[src/rtl/instr_boot_loader_if.sv]
// instr_boot_loader_if: byte-stream input, CPU load drive and status signals of the boot loader
interface instr_boot_loader_if #(parameter int CNT_W = 6);
  logic start;
  logic [7:0] byte_in;
  logic byte_valid;
  logic byte_ready;
  logic cpu_reset;
  logic LoadInstructions;
  logic [31:0] Instruction;
  logic busy;
  logic done;
  logic error;
  logic [CNT_W-1:0] words_loaded;
  modport master (
    output start, byte_in, byte_valid,
    input byte_ready, cpu_reset, LoadInstructions, Instruction, busy, done, error, words_loaded
  );
  modport slave (
    input start, byte_in, byte_valid,
    output byte_ready, cpu_reset, LoadInstructions, Instruction, busy, done, error, words_loaded
  );
endinterface

[src/rtl/instr_boot_loader.sv]
// instr_boot_loader: assembles a header+program byte stream into words and bursts them into the CPU load path
module instr_boot_loader #(
  parameter int MAX_WORDS = 32,
  parameter int CNT_W = 6
) (
  input logic clk,
  input logic Reset,
  instr_boot_loader_if.slave bus
);
  localparam int AW = $clog2(MAX_WORDS);
  typedef enum logic [2:0] {IDLE, HDR, RECV, PRERST, BURST, POSTRST, RUN, ERR} state_t;
  state_t state, nextState;
  logic [31:0] mem [MAX_WORDS];
  logic [CNT_W-1:0] nWords, wrCnt, rdCnt, nextRd;
  logic [1:0] byteCnt;
  logic [23:0] partial;
  logic take, lastByte, lastRd;
  assign bus.byte_ready = state == HDR || state == RECV;
  assign bus.busy = state inside {HDR, RECV, PRERST, BURST, POSTRST};
  assign bus.done = state == RUN;
  assign bus.error = state == ERR;
  always_comb begin
    take = bus.byte_ready && bus.byte_valid;
    lastByte = take && byteCnt == 2'd3;
    lastRd = rdCnt == nWords - 1'b1;
    nextRd = state == BURST ? rdCnt + 1'b1 : '0;
    nextState = state;
    case (state)
      IDLE: nextState = bus.start ? HDR : IDLE;
      HDR: if (take) nextState = (bus.byte_in == 8'd0 || bus.byte_in > 8'(MAX_WORDS)) ? ERR : RECV;
      RECV: if (lastByte && wrCnt == nWords - 1'b1) nextState = PRERST;
      PRERST: nextState = BURST;
      BURST: nextState = lastRd ? POSTRST : BURST;
      POSTRST: nextState = RUN;
      RUN, ERR: nextState = bus.start ? HDR : state;
      default: nextState = IDLE;
    endcase
  end
  // CPU-facing outputs are registered from nextState so they line up with the state they belong to
  always_ff @(posedge clk or posedge Reset)
    if (Reset) begin
      state <= IDLE;
      nWords <= '0;
      wrCnt <= '0;
      rdCnt <= '0;
      byteCnt <= '0;
      partial <= '0;
      bus.cpu_reset <= 1'b1;
      bus.LoadInstructions <= 1'b0;
      bus.Instruction <= '0;
      bus.words_loaded <= '0;
    end else begin
      state <= nextState;
      bus.cpu_reset <= nextState != BURST && nextState != RUN;
      bus.LoadInstructions <= nextState == BURST;
      bus.Instruction <= nextState == BURST ? mem[nextRd[AW-1:0]] : '0;
      if (nextState == BURST) rdCnt <= nextRd;
      if (state == PRERST) bus.words_loaded <= '0;
      if (state == BURST) bus.words_loaded <= rdCnt + 1'b1;
      if (state == HDR && take) begin
        nWords <= bus.byte_in[CNT_W-1:0];
        wrCnt <= '0;
        byteCnt <= '0;
      end
      if (state == RECV && take) begin
        byteCnt <= byteCnt + 1'b1;
        partial <= {partial[15:0], bus.byte_in};
        if (lastByte && nextState != PRERST) wrCnt <= wrCnt + 1'b1;
      end
    end
  always_ff @(posedge clk)
    if (state == RECV && lastByte) mem[wrCnt[AW-1:0]] <= {partial, bus.byte_in};
endmodule
[src/flat_wrapper.sv]
// flat-port wrapper written by rule: the top's interface ports become plain ports
module instr_boot_loader_flat 
#(
  parameter int MAX_WORDS = 32,
  parameter int CNT_W = 6
)
  (clk, Reset, bus_start, bus_byte_in, bus_byte_valid, bus_byte_ready, bus_cpu_reset, bus_LoadInstructions, bus_Instruction, bus_busy, bus_done, bus_error, bus_words_loaded);
  instr_boot_loader_if #(.CNT_W(CNT_W)) bus_i ();
  input logic clk;
  input logic Reset;
  input wire logic [$bits(bus_i.start)-1:0] bus_start;
  input wire logic [$bits(bus_i.byte_in)-1:0] bus_byte_in;
  input wire logic [$bits(bus_i.byte_valid)-1:0] bus_byte_valid;
  output wire logic [$bits(bus_i.byte_ready)-1:0] bus_byte_ready;
  output wire logic [$bits(bus_i.cpu_reset)-1:0] bus_cpu_reset;
  output wire logic [$bits(bus_i.LoadInstructions)-1:0] bus_LoadInstructions;
  output wire logic [$bits(bus_i.Instruction)-1:0] bus_Instruction;
  output wire logic [$bits(bus_i.busy)-1:0] bus_busy;
  output wire logic [$bits(bus_i.done)-1:0] bus_done;
  output wire logic [$bits(bus_i.error)-1:0] bus_error;
  output wire logic [$bits(bus_i.words_loaded)-1:0] bus_words_loaded;
  assign bus_i.start = bus_start;
  assign bus_i.byte_in = bus_byte_in;
  assign bus_i.byte_valid = bus_byte_valid;
  assign bus_byte_ready = bus_i.byte_ready;
  assign bus_cpu_reset = bus_i.cpu_reset;
  assign bus_LoadInstructions = bus_i.LoadInstructions;
  assign bus_Instruction = bus_i.Instruction;
  assign bus_busy = bus_i.busy;
  assign bus_done = bus_i.done;
  assign bus_error = bus_i.error;
  assign bus_words_loaded = bus_i.words_loaded;
  instr_boot_loader #(.MAX_WORDS(MAX_WORDS), .CNT_W(CNT_W)) u_core (.clk(clk), .Reset(Reset), .bus(bus_i));
endmodule
[config.mk]
export PLATFORM = sky130hd
export DESIGN_NAME = instr_boot_loader_flat
export DESIGN_NICKNAME = d
export VERILOG_FILES = /design/src/rtl/instr_boot_loader_if.sv /design/src/rtl/instr_boot_loader.sv /design/src/flat_wrapper.sv
export SDC_FILE = /design/constraint.sdc
export NUM_CORES = 1
export LEC_CHECK = 0
export CAP_MARGIN = 5
export CORE_MARGIN = 4
export CORE_UTILIZATION = 45
export DETAILED_ROUTE_END_ITERATION = 10
export MAX_ROUTING_LAYER = met4
export PLACE_DENSITY = 0.71
export SYNTH_ARGS = -nofsm -noshare
export SYNTH_HDL_FRONTEND = slang
export SYNTH_SLANG_ARGS = --single-unit
[constraint.sdc]
create_clock -name clk -period 2.8 [get_ports clk]
set_input_delay 0.56 -clock clk [delete_from_list [all_inputs] [get_ports clk]]
set_output_delay 0.56 -clock clk [all_outputs]
set_load 0.1 [all_outputs]
==> results of run 1 <==
## final cells by class
class	count	area [µm²]	area share, %
Clock buffer	137	2940	5.56
Sequential cell	1111	32900	62.2
Clock inverter	70	696	1.31
Multi-Input combinational cell	1675	11300	21.2
Tap cell	1287	1610	3.04
Timing Repair Buffer	298	3470	6.55
Inverter	10	47.5	0.0898
## cell usage in the layout (no fill, tap or decap), types with 34 or more instances in the layout
cell type,count
sky130_fd_sc_hd__or3_1,34
sky130_fd_sc_hd__a21oi_1,102
sky130_fd_sc_hd__o21ai_0,259
sky130_fd_sc_hd__nand3_1,76
sky130_fd_sc_hd__nor2_1,115
sky130_fd_sc_hd__nand2_1,164
sky130_fd_sc_hd__o211ai_1,128
sky130_fd_sc_hd__a31oi_1,36
sky130_fd_sc_hd__edfxtp_1,1024
sky130_fd_sc_hd__dfrtp_1,82
sky130_fd_sc_hd__mux2i_1,220
sky130_fd_sc_hd__and2_1,36
sky130_fd_sc_hd__a211oi_1,94
sky130_fd_sc_hd__o22ai_1,94
sky130_fd_sc_hd__mux2_2,58
sky130_fd_sc_hd__buf_12,96
sky130_fd_sc_hd__nor3_1,43
sky130_fd_sc_hd__clkbuf_16,110
sky130_fd_sc_hd__buf_4,190
sky130_fd_sc_hd__nor3b_1,34
## synthesized netlist by cell type, types with 32 or more instances
cell type / instances / area share [%]
sky130_fd_sc_hd__a211oi_1: 96 / 1.6
sky130_fd_sc_hd__a21oi_1: 103 / 1.2
sky130_fd_sc_hd__a31oi_1: 36 / 0.50
sky130_fd_sc_hd__and2_1: 38 / 0.53
sky130_fd_sc_hd__buf_2: 63 / 0.70
sky130_fd_sc_hd__clkbuf_1: 145 / 1.2
sky130_fd_sc_hd__dfrtp_1: 86 / 4.8
sky130_fd_sc_hd__edfxtp_1: 1024 / 69
sky130_fd_sc_hd__mux2_2: 58 / 1.5
sky130_fd_sc_hd__mux2i_1: 220 / 4.9
sky130_fd_sc_hd__nand2_1: 166 / 1.4
sky130_fd_sc_hd__nand3_1: 76 / 0.85
sky130_fd_sc_hd__nor2_1: 148 / 1.2
sky130_fd_sc_hd__nor2b_1: 34 / 0.47
sky130_fd_sc_hd__nor3_1: 43 / 0.48
sky130_fd_sc_hd__nor3b_1: 34 / 0.57
sky130_fd_sc_hd__o211ai_1: 128 / 2.1
sky130_fd_sc_hd__o21ai_0: 260 / 2.9
sky130_fd_sc_hd__o22ai_1: 94 / 1.3
sky130_fd_sc_hd__o31a_1: 32 / 0.63
sky130_fd_sc_hd__or3_1: 34 / 0.47
## final timing paths
path | cells past startpoint | start | slack, ns | to
hold reg to reg | 2 | u_core.bus.words_loaded[1] | 0.48 | u_core.bus.words_loaded[1]
setup / recovery | 11 | u_core.rdCnt[0] | 0.06 | u_core.bus.Instruction[5]
min in group clk | 2 | u_core.bus.words_loaded[1] | 0.48 | u_core.bus.words_loaded[1]
max in group asynchronous | 3 | Reset | 1.82 | u_core.partial[13]
setup reg to reg | 11 | u_core.rdCnt[0] | 0.06 | u_core.bus.Instruction[5]
hold / removal | 2 | Reset | 0.28 | u_core.bus.Instruction[21]
## state kept, by name, summed over array words and instances, names as in the netlist
signal and flops:
u_core.wrCnt 6, u_core.bus.cpu_reset 1, u_core.byteCnt 2, u_core.mem 1024, u_core.rdCnt 6, u_core.nWords 6, u_core.state 3, u_core.bus.Instruction 32
u_core.bus.words_loaded 6, u_core.partial 24, u_core.bus.LoadInstructions 1
## power by group through the flow
stage	Clock (W)	Combinational [W]	Sequential, W
after CTS	0.0150	0.0180	0.0211
after global placement	0	0.0176	0.0214
after global routing	0.0156	0.0192	0.0212
after floorplan	0	0.00869	0.0234
after detailed placement	0	0.0179	0.0214
final	0.0148	0.0183	0.0211
## critical path: cells and delay by family (launching register included)
| kind | cells | cell delay, ns |
|---|---|---|
| AOI/OAI and AO/OA | 4 | 0.91 |
| buffers and inverters | 4 | 0.66 |
| DFF | 1 | 0.50 |
| adders and majority gates | 1 | 0.20 |
| and+or+nand+nor | 1 | 0.20 |
| xor gates and xnor gates | 1 | 0.18 |
## logic make-up after synthesis
logic type | share of synthesized area (%)
mux | 6.57
compound gates | 10.7
simple gates | 6.44
fa+ha+maj | 0.196
flops | 73.5
xor+xnor | 0.402
buf+inv | 2.20
## per-layer routing
layer | track usage [%] | vias up | wire [µm]
met5 | - | - | 0
met4 | 8.43 | 0 | 4170
met3 | 4.17 | 257 | 11000
met2 | 36.4 | 1488 | 57000
met1 | 31.5 | 14200 | 48800
li1 | - | 12100 | -
## timing repair
| item | CTS | global route |
|---|---|---|
| endpoints found under the setup margin | 1 | 5 |
| setup buffers | 0 | 2 |
| gates resized for setup | 1 | 4 |
| pin swaps | 0 | 1 |
## stage by stage
stage / util (%) / cell area [µm²] / cells / hold WS (ns) / setup TNS, ns
after global placement: 50.0 / 49300 / 4379 / 0.467 / 0
after detailed placement: 50.0 / 49300 / 4379 / 0.473 / 0
after global routing: 53.7 / 53000 / 4588 / 0.309 / 0
after CTS: 53.7 / 52900 / 4586 / 0.254 / 0
final: 53.7 / 53000 / 4588 / 0.284 / 0
after floorplan: - / 44800 / 3022 / 0.464 / -510.83
==> flow_metrics.py, run 1 <==
metrics = {
    "cells_and_area": {
        "finish.net_count": 3224,
        "area_delta_synth_final_pct": 18.2,
        "drive_above_1_share_pct": 17.5,
        "antenna_cells_inserted": 0,
        "n_fill_cell": 7715,
    },
    "die": {
        "start_util_pct": 45.4,
        "io_pins": 56,
        "die_height_um": 324,
        "row_count": 115,
        "die-area_um2": 105000,
        "core_region_area_um2": 98600,
        "overall_die_width_um": 324,
    },
    "route": {
        "vias_per_cell": 6.11,
        "first_iter_violations": 3796,
        "drt-wirelength-per-cell_um": 26.4,
        "via_count": 28000,
        "postRouteAntennaNets": 0,
        "drt_drc_violations_left": 0,
        "detail_route.first_pass.iterations": 6,
        "wirelength_mm": 121,
    },
    "yosys": {
        "mappedNetlistArea_um2": 44800,
        "avgSynthCellArea_um2": 14.8,
        "synth_edf_count": 1024,
        "synth-seq-cells": 1111,
        "synth_fp_nets": 3041,
        "synth_async_sr_flop_share_pct": 7.83,
        "postSynthCellCount": 3022,
        "synth.yosys.seq_area_share_pct": 73.5,
        "ys_types": 63,
        "synthFlopType": "sky130_fd_sc_hd__edfxtp_1",
        "synth.yosys.warnings": 0,
    },
    "timing": {
        "hold_violations": 0,
        "slew_headroom_pct": 23.3,
        "worst-slew-pin-transition_ns": 1.15,
        "fmax_ghz": 0.365,
        "clock_skew_ns": 0.0261,
        "setup-violations-final": 0,
        "finalCritPeriodShare_pct": 97.8,
        "timing.final.crit_period_ns": 2.74,
        "rsz0062_at_grt": "false",
        "maxSlewViolCount": 0,
        "setup_slack_ns": 0.0627,
    },
    "worst_setup_path": {
        "critical_path_required_ns": 3.42,
        "critPathArrivalTime_ns": 3.36,
        "path_class": "reg -> reg",
        "timing.critical_path.to_type": "register",
        "cpMostUsedCell": "sky130_fd_sc_hd__buf_4",
        "crit_path_cell_trace": "ha_4, xor2_4, buf_4, and2_4, buf_12, a211oi_1, buf_4, o21ai_0, o211ai_1, a31oi_1, buf_4",
        "cp_slowest_cell": "sky130_fd_sc_hd__dfrtp_4",
        "timing.critical_path.slowest_cell_delay_ns": 0.50,
        "worst-path-max-fanout": 10,
        "cp-start-kind": "register",
    },
    "place": {
        "gp_routability_congestion": 0.878,
        "port_buffers": 55,
        "post-place-ws_ns": 0.0274,
        "place_hpwl_mm": 74.5,
    },
    "clock_tree": {
        "clk_sinks": 1111,
        "h-tree-depth": 3,
        "cts_max_path_buffers": 3,
        "clkTransAtPathRegs_ns": 0.06,
        "tritoncts.num_buffers": 109,
        "tritoncts_clock_tree": "built",
        "cts-hold-fix-buffers": 0,
        "clock_insertion_delay_worst_skew_ns": 0.70,
        "cts.root.buffer_cell": "sky130_fd_sc_hd__clkbuf_16",
    },
    "global_route": {
        "maximum_number_of_pins_on_one_net_before_global_route_repair": 82,
        "first_global_vias": 27700,
        "globalRouteTotalUtil_pct": 23.5,
        "antenna_found_initial": 4,
        "grt-ovfl-total": 0,
        "grt_first_pass_wirelength_mm": 178,
    },
    "min_path": {
        "holdCritPathClass": "in -> async",
    },
    "pwr": {
        "power.leakage_nw": 17.3,
        "pwr_density_cell_nw_per_um2": 1020,
        "net-switching-power_w": 0.0195,
        "netSwitchingFraction_pct": 36.0,
        "finalPower_w": 0.0542,
        "sequentialPowerShare_pct": 39.0,
        "share_comb_of_total_power_pct": 33.7,
        "p_int_w": 0.0347,
        "power_frac_clock_pct": 27.3,
        "power.ir.vdd_worst_v": 0.00138,
    },
    "run": {
        "drv_cap": 0,
    },
    "run_status": {
        "run_status": "finished, final reports clean",
    },
}
Note: power is estimated with default switching activity, not from simulation.
==> run 2: changes to the inputs <==
GPL_TIMING_DRIVEN = 0   (was unset)
==> run 2 against run 1 <==
Compared with the run above: the flow now finishes with violations (negative setup slack); clock skew increased by 0.0021 ns; largest power group unchanged; power increased by 3.3%; sequential share of layout area fell by 0.79 points; sequential power increased by 6%; global-route usage grew 2.6 points; core utilization rose by 0.70 points; routed wire length up 13%; fmax fell by 6.8%; first-iteration DRC count is 24% higher; combinational power up 6%; setup slack worse by 0.20 ns.
==> flow_metrics.py, run 2 (synthesis results as in run 1) <==
metrics = {
    "run_status": {
        "run_status": "complete, but fails checks",
        "failed_checks": "negative setup slack",
    },
    "place": {
        "place_hpwl_mm": 88.7,
        "gp_routability_congestion": 0.895,
        "post-place-ws_ns": -1.61,
        "port_buffers": 55,
    },
    "route": {
        "wirelength_mm": 136,
        "via_count": 29300,
        "drt-wirelength-per-cell_um": 29.2,
        "detail_route.first_pass.iterations": 7,
        "vias_per_cell": 6.28,
        "first_iter_violations": 4695,
        "postRouteAntennaNets": 0,
        "drt_drc_violations_left": 0,
    },
    "global_route": {
        "grt_first_pass_wirelength_mm": 193,
        "grt-ovfl-total": 0,
        "antenna_found_initial": 10,
        "first_global_vias": 28400,
        "globalRouteTotalUtil_pct": 26.1,
        "maximum_number_of_pins_on_one_net_before_global_route_repair": 59,
    },
    "cells_and_area": {
        "area_delta_synth_final_pct": 19.8,
        "largest_register_ffs": 1024,
        "drive_above_1_share_pct": 18.9,
        "layout.cells.most_common_list": "sky130_fd_sc_hd__edfxtp_1 (1024), sky130_fd_sc_hd__o21ai_0 (255), sky130_fd_sc_hd__mux2i_1 (212)",
        "layout.cells.most_common": "sky130_fd_sc_hd__edfxtp_1",
        "n_fill_cell": 7474,
        "finish.net_count": 3299,
    },
    "clock_tree": {
        "clk_sinks": 1111,
        "cts_max_path_buffers": 3,
        "clock_insertion_delay_worst_skew_ns": 0.70,
        "tritoncts.num_buffers": 107,
        "tritoncts_clock_tree": "built",
        "clkTransAtPathRegs_ns": 0.07,
        "cts.root.buffer_cell": "sky130_fd_sc_hd__clkbuf_16",
        "h-tree-depth": 3,
    },
    "worst_setup_path": {
        "critPathArrivalTime_ns": 3.46,
        "path_class": "reg -> reg",
        "cp_slowest_cell": "sky130_fd_sc_hd__dfrtp_2",
        "worst-path-max-fanout": 10,
        "critical_path_required_ns": 3.32,
        "timing.critical_path.to_type": "register",
        "timing.critical_path.slowest_cell_delay_ns": 0.47,
        "crit_path_cell_trace": "buf_6, buf_6, clkbuf_4, buf_8, mux2i_1, mux2i_4, o22ai_1, o31a_1, a31oi_4",
        "cpMostUsedCell": "sky130_fd_sc_hd__buf_6",
        "cp-start-kind": "register",
    },
    "pwr": {
        "netSwitchingFraction_pct": 38.7,
        "power_frac_clock_pct": 25.5,
        "power.leakage_nw": 17.5,
        "pwr_density_cell_nw_per_um2": 1040,
        "power.ir.vdd_worst_v": 0.000807,
        "net-switching-power_w": 0.0216,
        "share_comb_of_total_power_pct": 34.7,
        "p_int_w": 0.0343,
        "sequentialPowerShare_pct": 39.8,
        "finalPower_w": 0.0559,
    },
    "timing": {
        "worst-slew-pin-transition_ns": 1.39,
        "rsz0062_at_grt": "true",
        "slew_headroom_pct": 7.63,
        "hold_violations": 0,
        "fmax_ghz": 0.340,
        "timing.final.crit_period_ns": 2.94,
        "maxSlewViolCount": 0,
        "setup-violations-final": 24,
        "setup_slack_ns": -0.138,
        "finalCritPeriodShare_pct": 105,
        "clock_skew_ns": 0.0282,
    },
    "run": {
        "drv_cap": 0,
    },
    "min_path": {
        "holdCritPathClass": "in -> async",
    },
    "die": {
        "io_pins": 56,
        "core_region_area_um2": 98600,
        "die-area_um2": 105000,
        "row_count": 115,
        "die_height_um": 324,
        "start_util_pct": 45.4,
        "overall_die_width_um": 324,
    },
}
run 2: cell count changes in the layout (fill, tap and decap cells not counted), moves of 16 or more:
cell	delta
sky130_fd_sc_hd__clkbuf_8	+16
sky130_fd_sc_hd__a31oi_1	-31
sky130_fd_sc_hd__clkdlybuf4s50_1	+28
sky130_fd_sc_hd__buf_12	-51
sky130_fd_sc_hd__buf_16	+26
sky130_fd_sc_hd__clkbuf_2	+62
sky130_fd_sc_hd__clkbuf_4	+33
sky130_fd_sc_hd__clkbuf_1	+50
sky130_fd_sc_hd__a31oi_4	+27
sky130_fd_sc_hd__buf_4	-143
sky130_fd_sc_hd__buf_2	+46
run 2: metrics by stage:
stage | hold WS [ns] | instance area (µm²) | util (%) | cells | TNS (ns)
floorplan | 0.464 | 44800 | - | 3022 | -510.83
global placement | 0.459 | 47000 | 47.6 | 4364 | -3076.81
global route | 0.307 | 53600 | 54.4 | 4665 | -0.804
detailed placement | 0.463 | 48200 | 48.9 | 4406 | -1209.41
CTS | 0.275 | 53200 | 54.0 | 4653 | -31.92
finish | 0.271 | 53600 | 54.4 | 4668 | -1.03
run 2: cell type report:
type                    instances  area [µm²]  share of cell area [%]
inverters                      10        40.0                  0.0746
clock inverters                42         363                   0.676
clock buffers                 161        3090                    5.76
multi-input cells            1675       11800                    22.0
repair buffers                153        2330                    4.34
flip-flops and latches       1111       32900                    61.4
diodes                          7        17.5                  0.0327
plain buffers                 222        1480                    2.75
well taps                    1287        1610                    3.00
run 2: layer usage:
metal | track usage [%] | part of all wire, % | vias to the layer above
li1 | - | - | 12300
met1 | 33.9 | 37 | 14600
met2 | 40.1 | 46 | 2004
met3 | 5.91 | 12 | 414
met4 | 10.9 | 4.9 | 0
met5 | - | 0 | -
run 2: worst paths after layout:
| check | end | slack, ns | depth (start not counted) | startpoint |
|---|---|---|---|---|
| setup / recovery | u_core.bus.Instruction[5] | -0.14 | 9 | u_core.rdCnt[0] |
| hold / removal | u_core.bus.Instruction[6] | 0.27 | 2 | Reset |
| setup reg to reg | u_core.bus.Instruction[5] | -0.14 | 9 | u_core.rdCnt[0] |
| hold reg to reg | u_core.bus.words_loaded[0] | 0.47 | 2 | u_core.bus.words_loaded[0] |
| max in group asynchronous | u_core.bus.cpu_reset | 1.77 | 3 | Reset |
| min in group clk | u_core.nWords[2] | 0.45 | 3 | bus_byte_in[2] |
run 2: power groups by stage:
stage          clock, W  sequential [W]  combinational (W)
4_1_cts          0.0143          0.0223             0.0181
5_1_grt          0.0150          0.0223             0.0201
6_report         0.0143          0.0223             0.0194
3_3_place_gp          0          0.0227             0.0163
2_1_floorplan         0          0.0234            0.00869
3_5_place_dp          0          0.0227             0.0169
run 2: critical path, delay by kind of cell (launching register included):
family	cells	cell delay, ns
buf+inv	4	0.94
compound gates	3	0.92
mux	2	0.41
flops	1	0.47
run 2: what timing repair did:
action,CTS,global route
setup endpoints to repair,1077,1064
hold buffers,0,0
gates resized for setup,297,149
buffers inserted,46,6
pin swaps,47,19
